### src/rtl/adc_init_sequencer.sv
// Power-up SPI configuration sequencer for the AD9648: optional chip-ID check, then a fixed write list.
// Optional feature macro: ADC_INIT_ID_CHECK_EN compiles in the chip-ID read and comparison.
module adc_init_sequencer #(
  parameter int unsigned          TxRegWidth      = 24,
  parameter int unsigned          RxRegWidth      = 8,
  parameter logic [RxRegWidth-1:0] ChipId         = 8'h88,
  parameter logic [7:0]           OutputMode      = 8'h00,
  parameter int unsigned          GapCycles       = 16,
  parameter int unsigned          ResetWaitCycles = 1000,
  parameter int unsigned          TimeoutCycles   = 4096
) (
  input  logic                  clk_sys_i,
  input  logic                  rst_sys_clk_i,
  input  logic                  start_i,
  output logic                  start_transfer_o,
  output logic [TxRegWidth-1:0] tx_data_o,
  input  logic                  transfer_done_i,
  input  logic [RxRegWidth-1:0] rx_data_i,
  output logic                  busy_o,
  output logic                  config_done_o,
  output logic                  error_o,
  output logic [1:0]            err_code_o
);

  localparam int unsigned TimeoutW = $clog2(TimeoutCycles + 1);
  localparam int unsigned GapMax   = (ResetWaitCycles > GapCycles) ? ResetWaitCycles : GapCycles;
  localparam int unsigned GapW     = $clog2(GapMax + 1);

  // Wait states last exactly TimeoutCycles cycles when no done arrives.
  localparam logic [TimeoutW-1:0] TimeoutLast  = TimeoutW'(TimeoutCycles - 1);
  localparam logic [GapW-1:0]     ResetGapLoad = GapW'(ResetWaitCycles - 1);
  localparam logic [GapW-1:0]     ShortGapLoad = GapW'(GapCycles - 1);

  localparam logic [1:0] ErrNone     = 2'b00;
  localparam logic [1:0] ErrTimeout  = 2'b10;

  typedef enum logic [2:0] {
    StIdle,
`ifdef ADC_INIT_ID_CHECK_EN
    StIdReq,
    StIdWait,
`endif
    StWrReq,
    StWrWait,
    StGap,
    StDone,
    StError
  } state_e;

  function automatic logic [TxRegWidth-1:0] make_frame(input logic       rd,
                                                       input logic [12:0] addr,
                                                       input logic [7:0]  data);
    return TxRegWidth'({rd, 2'b00, addr, data});
  endfunction

  function automatic logic [TxRegWidth-1:0] wr_frame(input logic [1:0] idx);
    logic [12:0] addr;
    logic [7:0]  data;
    case (idx)
      2'd0:    begin addr = 13'h000; data = 8'h3C;      end
      2'd1:    begin addr = 13'h014; data = OutputMode; end
      default: begin addr = 13'h0FF; data = 8'h01;      end
    endcase
    return make_frame(1'b0, addr, data);
  endfunction

  state_e                r_state, w_state_d;
  logic [1:0]            r_idx, w_idx_d;
  logic [TimeoutW-1:0]   r_to_cnt, w_to_cnt_d;
  logic [GapW-1:0]       r_gap_cnt, w_gap_cnt_d;
  logic                  r_start_transfer, w_start_transfer_d;
  logic [TxRegWidth-1:0] r_tx_data, w_tx_data_d;
  logic                  r_busy, w_busy_d;
  logic                  r_config_done, w_config_done_d;
  logic                  r_error, w_error_d;
  logic [1:0]            r_err_code, w_err_code_d;
  logic                  w_in_wait;

`ifdef ADC_INIT_ID_CHECK_EN
  assign w_in_wait = (r_state == StIdWait) || (r_state == StWrWait);
`else
  assign w_in_wait = (r_state == StWrWait);
  logic w_unused_id;
  assign w_unused_id = ^{rx_data_i, ChipId};
`endif

  always_comb begin
    w_state_d          = r_state;
    w_idx_d            = r_idx;
    w_to_cnt_d         = r_to_cnt;
    w_gap_cnt_d        = r_gap_cnt;
    w_start_transfer_d = 1'b0;
    w_tx_data_d        = r_tx_data;
    w_busy_d           = r_busy;
    w_config_done_d    = r_config_done;
    w_error_d          = r_error;
    w_err_code_d       = r_err_code;

    unique case (r_state)
      StIdle, StDone, StError: begin
        if (start_i) begin
          w_busy_d        = 1'b1;
          w_config_done_d = 1'b0;
          w_error_d       = 1'b0;
          w_err_code_d    = ErrNone;
          w_idx_d         = 2'd0;
`ifdef ADC_INIT_ID_CHECK_EN
          w_state_d       = StIdReq;
`else
          w_state_d       = StWrReq;
`endif
        end
      end
`ifdef ADC_INIT_ID_CHECK_EN
      StIdReq: begin
        w_start_transfer_d = 1'b1;
        w_tx_data_d        = make_frame(1'b1, 13'h001, 8'h00);
        w_to_cnt_d         = '0;
        w_state_d          = StIdWait;
      end
      StIdWait: begin
        if (transfer_done_i) begin
          if (rx_data_i == ChipId) begin
            w_idx_d     = 2'd0;
            w_gap_cnt_d = ShortGapLoad;
            w_state_d   = StGap;
          end else begin
            w_busy_d     = 1'b0;
            w_error_d    = 1'b1;
            w_err_code_d = 2'b01;
            w_state_d    = StError;
          end
        end
      end
`endif
      StWrReq: begin
        w_start_transfer_d = 1'b1;
        w_tx_data_d        = wr_frame(r_idx);
        w_to_cnt_d         = '0;
        w_state_d          = StWrWait;
      end
      StWrWait: begin
        if (transfer_done_i) begin
          if (r_idx == 2'd2) begin
            w_busy_d        = 1'b0;
            w_config_done_d = 1'b1;
            w_state_d       = StDone;
          end else begin
            // The soft reset needs the long settle time before the next write.
            w_gap_cnt_d = (r_idx == 2'd0) ? ResetGapLoad : ShortGapLoad;
            w_idx_d     = r_idx + 2'd1;
            w_state_d   = StGap;
          end
        end
      end
      StGap: begin
        if (r_gap_cnt == '0) begin
          w_state_d = StWrReq;
        end else begin
          w_gap_cnt_d = r_gap_cnt - GapW'(1);
        end
      end
      default: w_state_d = StIdle;
    endcase

    // Done takes priority over a timeout reached in the same cycle.
    if (w_in_wait && !transfer_done_i) begin
      if (r_to_cnt == TimeoutLast) begin
        w_busy_d     = 1'b0;
        w_error_d    = 1'b1;
        w_err_code_d = ErrTimeout;
        w_state_d    = StError;
      end else begin
        w_to_cnt_d = r_to_cnt + TimeoutW'(1);
      end
    end
  end

  always_ff @(posedge clk_sys_i or posedge rst_sys_clk_i) begin
    if (rst_sys_clk_i) begin
      r_state          <= StIdle;
      r_idx            <= 2'd0;
      r_to_cnt         <= '0;
      r_gap_cnt        <= '0;
      r_start_transfer <= 1'b0;
      r_tx_data        <= '0;
      r_busy           <= 1'b0;
      r_config_done    <= 1'b0;
      r_error          <= 1'b0;
      r_err_code       <= ErrNone;
    end else begin
      r_state          <= w_state_d;
      r_idx            <= w_idx_d;
      r_to_cnt         <= w_to_cnt_d;
      r_gap_cnt        <= w_gap_cnt_d;
      r_start_transfer <= w_start_transfer_d;
      r_tx_data        <= w_tx_data_d;
      r_busy           <= w_busy_d;
      r_config_done    <= w_config_done_d;
      r_error          <= w_error_d;
      r_err_code       <= w_err_code_d;
    end
  end

  assign start_transfer_o = r_start_transfer;
  assign tx_data_o        = r_tx_data;
  assign busy_o           = r_busy;
  assign config_done_o    = r_config_done;
  assign error_o          = r_error;
  assign err_code_o       = r_err_code;

endmodule

### config.mk
export PLATFORM = sky130hd
export DESIGN_NAME = adc_init_sequencer
export DESIGN_NICKNAME = d
export VERILOG_FILES = /design/src/rtl/adc_init_sequencer.sv
export SDC_FILE = /design/constraint.sdc
export NUM_CORES = 1
export LEC_CHECK = 0
export BUFFER_PORTS_ARGS = -buffer_cell sky130_fd_sc_hd__buf_2
export CAP_MARGIN = 15
export CORE_AREA = 4 4 115 73
export DETAILED_ROUTE_END_ITERATION = 10
export DIE_AREA = 0 0 119 77
export SETUP_SLACK_MARGIN = 0.15
export SKIP_CTS_REPAIR_TIMING = 1
export SLEW_MARGIN = 20
export SYNTH_ARGS = -nofsm -noshare
export SYNTH_HDL_FRONTEND = slang
export SYNTH_SLANG_ARGS = --single-unit
### constraint.sdc
create_clock -name clk_sys_i -period 2.13 [get_ports clk_sys_i]
set_input_delay 0.1065 -clock clk_sys_i [delete_from_list [all_inputs] [get_ports clk_sys_i]]
set_output_delay 0.1065 -clock clk_sys_i [all_outputs]
set_load 0.03 [all_outputs]
==> metrics <==
run status finished, violations left; violated checks hold timing; first-pass GRT wire length 7.12 mm; Die Y 77 microns; Setup crit end kind flop; VDD IR-drop max 0.525 mV; drt pass-1 iters 4; Crit Path Max Fanout 6; sequential-to-total area share from yosys stat 43.3%; final hold slack -55.9 ps; setup TNS 0 ps; DIE WIDTH 119 microns; antenna diode instance count 0; Hold Crit Class input port to asynchronous set/reset pin; top-area cell type share of the netlist area 43.3%; number of global-route vias before repair 1413; Area Growth Syn to Fin 14.4%; Initial Util 29.6%; layout cells sized above 1 21.8%; Port Buffers 22; Nets 262; row cnt 24; final setup fails 0; CTS root buf clkbuf_16; Pleak 1.18 nW; Post-Route WL 4.28 mm; top cell type by total area after synthesis dfrtp_1; top post-synthesis cells by count dfrtp_1 (37), nand2_1 (29), buf_4 (21), nor2_1 (12), a21oi_1 (11); YS warnings 0; Area contributors post-synth dfrtp_1 (43%), buf_4 (7.4%), nand2_1 (5.1%), ha_1 (4.1%), mux2i_1 (3.3%); Synth cell types 54; crit start category flop; Die ar. 0.00916 sq mm; DR DRC count 0; top_reg_cell synth dfrtp_1; Power Dens Cells 1410 mW/mm^2; EDFF count, synth 0; total track usage 9.46%; CTS H-tree depth 2; R2R Path End r_gap_cnt[9]$_DFFE_PP0P_; post-DP HPWL 3.15 mm; initial antenna violation count 0; Max Slew Vio Count 0; maximum clock rate 0.525 GHz; io pins 42; Worst-Skew Late Latency 280 ps; clock transition at the registers of the reported paths 50 ps; Post-Syn Instances 220; Max-cap violations 0; Netlist Area Pre-Place 0.00214 sq mm; FF-to-FF path depth 6; asr flop ratio synth 100%; Synth Area per Inst 9.73 sq um; Core ar. 0.00724 sq mm; most frequent cell after synthesis dfrtp_1; final hold vios 37; drt wl/cell 12.3 microns; CTS Buf Count 5; critical path class flop to flop; Final ANT Viol Nets 0; Longest Clk Path Bufs 2; clock sink total 37; vias per std cell 4.52; CTS tree done; DR vias 1567; flop and latch count out of synthesis 37; total gr overflow 0; Critical Path RT 2290 ps; pin count of the biggest net entering global routing 38; clk_skew 3.80 ps; r2r setup slk 230 ps; WP data arrival 2070 ps; GPL Wtd Cong 0.755; RSZ-0062 raised after global routing no; worst reg2reg startpoint r_gap_cnt[5]$_DFFE_PP0P_; Final min period 1900 ps; First DRT Iteration DRCs 60; Tcrit/Tclk final 89.4%
==> sequential cells by signal (all words and copies together) (netlist names) <==
signal,flops
r_to_cnt,13
r_gap_cnt,10
r_state,3
tx_data_o,3
err_code_o,2
r_idx,2
busy_o,1
config_done_o,1
error_o,1
start_transfer_o,1
==> layout by cell type (no fill, tap or decap), drive strengths merged, types with 3 or more instances in the layout <==
cell	count
o21a	4
nor3	6
and3	5
inv	9
ha	7
nand3b	3
clkbuf	7
a21oi	11
nand2	29
o22a	3
mux2i	7
o211ai	3
dfrtp	37
buf	32
nand3	7
o21ai	7
and2	3
nand4	5
conb	11
nor2	13
==> layout make-up <==
type / count / area [sq um]
multi-input cells: 158 / 1030
fillers: 741 / 4790
clock buffers: 7 / 143
flip-flops and latches: 37 / 927
inverters: 9 / 33.8
repair buffers: 32 / 185
well taps: 104 / 130
==> through the flow <==
step           setup slack [ps]  total power, mW  util, %  instances  instance area, sq um
2_1_floorplan               248             2.45        -        230                  2180
3_3_place_gp                221             2.65     31.5        337                  2280
3_5_place_dp                179             2.69     31.5        337                  2280
4_1_cts                     166             3.43     33.4        344                  2420
5_1_grt                     159             3.71     33.8        347                  2450
6_report                    225             3.46     33.8        347                  2450
==> power by group <==
group	internal, mW	leakage (nW)	switching (mW)
clock	0.459	0.0700	0.256
combinational	0.632	0.638	0.947
sequential	0.913	0.473	0.253
total	2.00	1.18	1.46
==> worst max-delay path by stage <==
stage	slack, ps	end	depth (start not counted)	from
after floorplan	250	r_gap_cnt[3]$_DFFE_PP0P_	8	r_idx[0]$_DFFE_PP0P_
after global placement	220	r_gap_cnt[9]$_DFFE_PP0P_	6	r_gap_cnt[5]$_DFFE_PP0P_
after detailed placement	180	r_gap_cnt[9]$_DFFE_PP0P_	6	r_gap_cnt[5]$_DFFE_PP0P_
after CTS	170	r_gap_cnt[9]$_DFFE_PP0P_	6	r_gap_cnt[5]$_DFFE_PP0P_
after global routing	160	r_gap_cnt[9]$_DFFE_PP0P_	6	r_gap_cnt[5]$_DFFE_PP0P_
final	230	r_gap_cnt[9]$_DFFE_PP0P_	6	r_gap_cnt[5]$_DFFE_PP0P_
==> cells by family (layout without fill, tap and decap cells) <==
| group | after synthesis | count (layout) | share of synthesized area, % |
|---|---|---|---|
| xor+xnor | 3 | 3 | 1.23 |
| compound gates | 42 | 42 | 13.8 |
| simple gates | 87 | 87 | 23.0 |
| other cells | 1 | 11 | 0.175 |
| mux | 8 | 8 | 3.80 |
| buf+inv | 35 | 48 | 10.6 |
| flops | 37 | 37 | 43.3 |
| fa+ha+maj | 7 | 7 | 4.09 |
==> worst max-delay path, cell delays in order, from the launching register on <==
cell	delay [ps]
dfrtp_2	450
nor4_4	330
a41oi_2	230
or2_4	340
buf_4	160
o21a_1	100
o22a_1	190
==> per-layer routing <==
| layer | routed length [microns] | track usage (%) | vias to the layer above | share of wire (%) |
|---|---|---|---|---|
| met2 | 1670 | 12.3 | 31 | 39 |
| li1 | - | - | 793 | - |
| met4 | 52 | 2.77 | 0 | 1.2 |
| met1 | 2360 | 14.5 | 736 | 55 |
| met3 | 196 | 2.94 | 7 | 4.6 |
| met5 | 0 | 0 | - | 0 |
No activity file was read; power rests on OpenSTA's default activity.
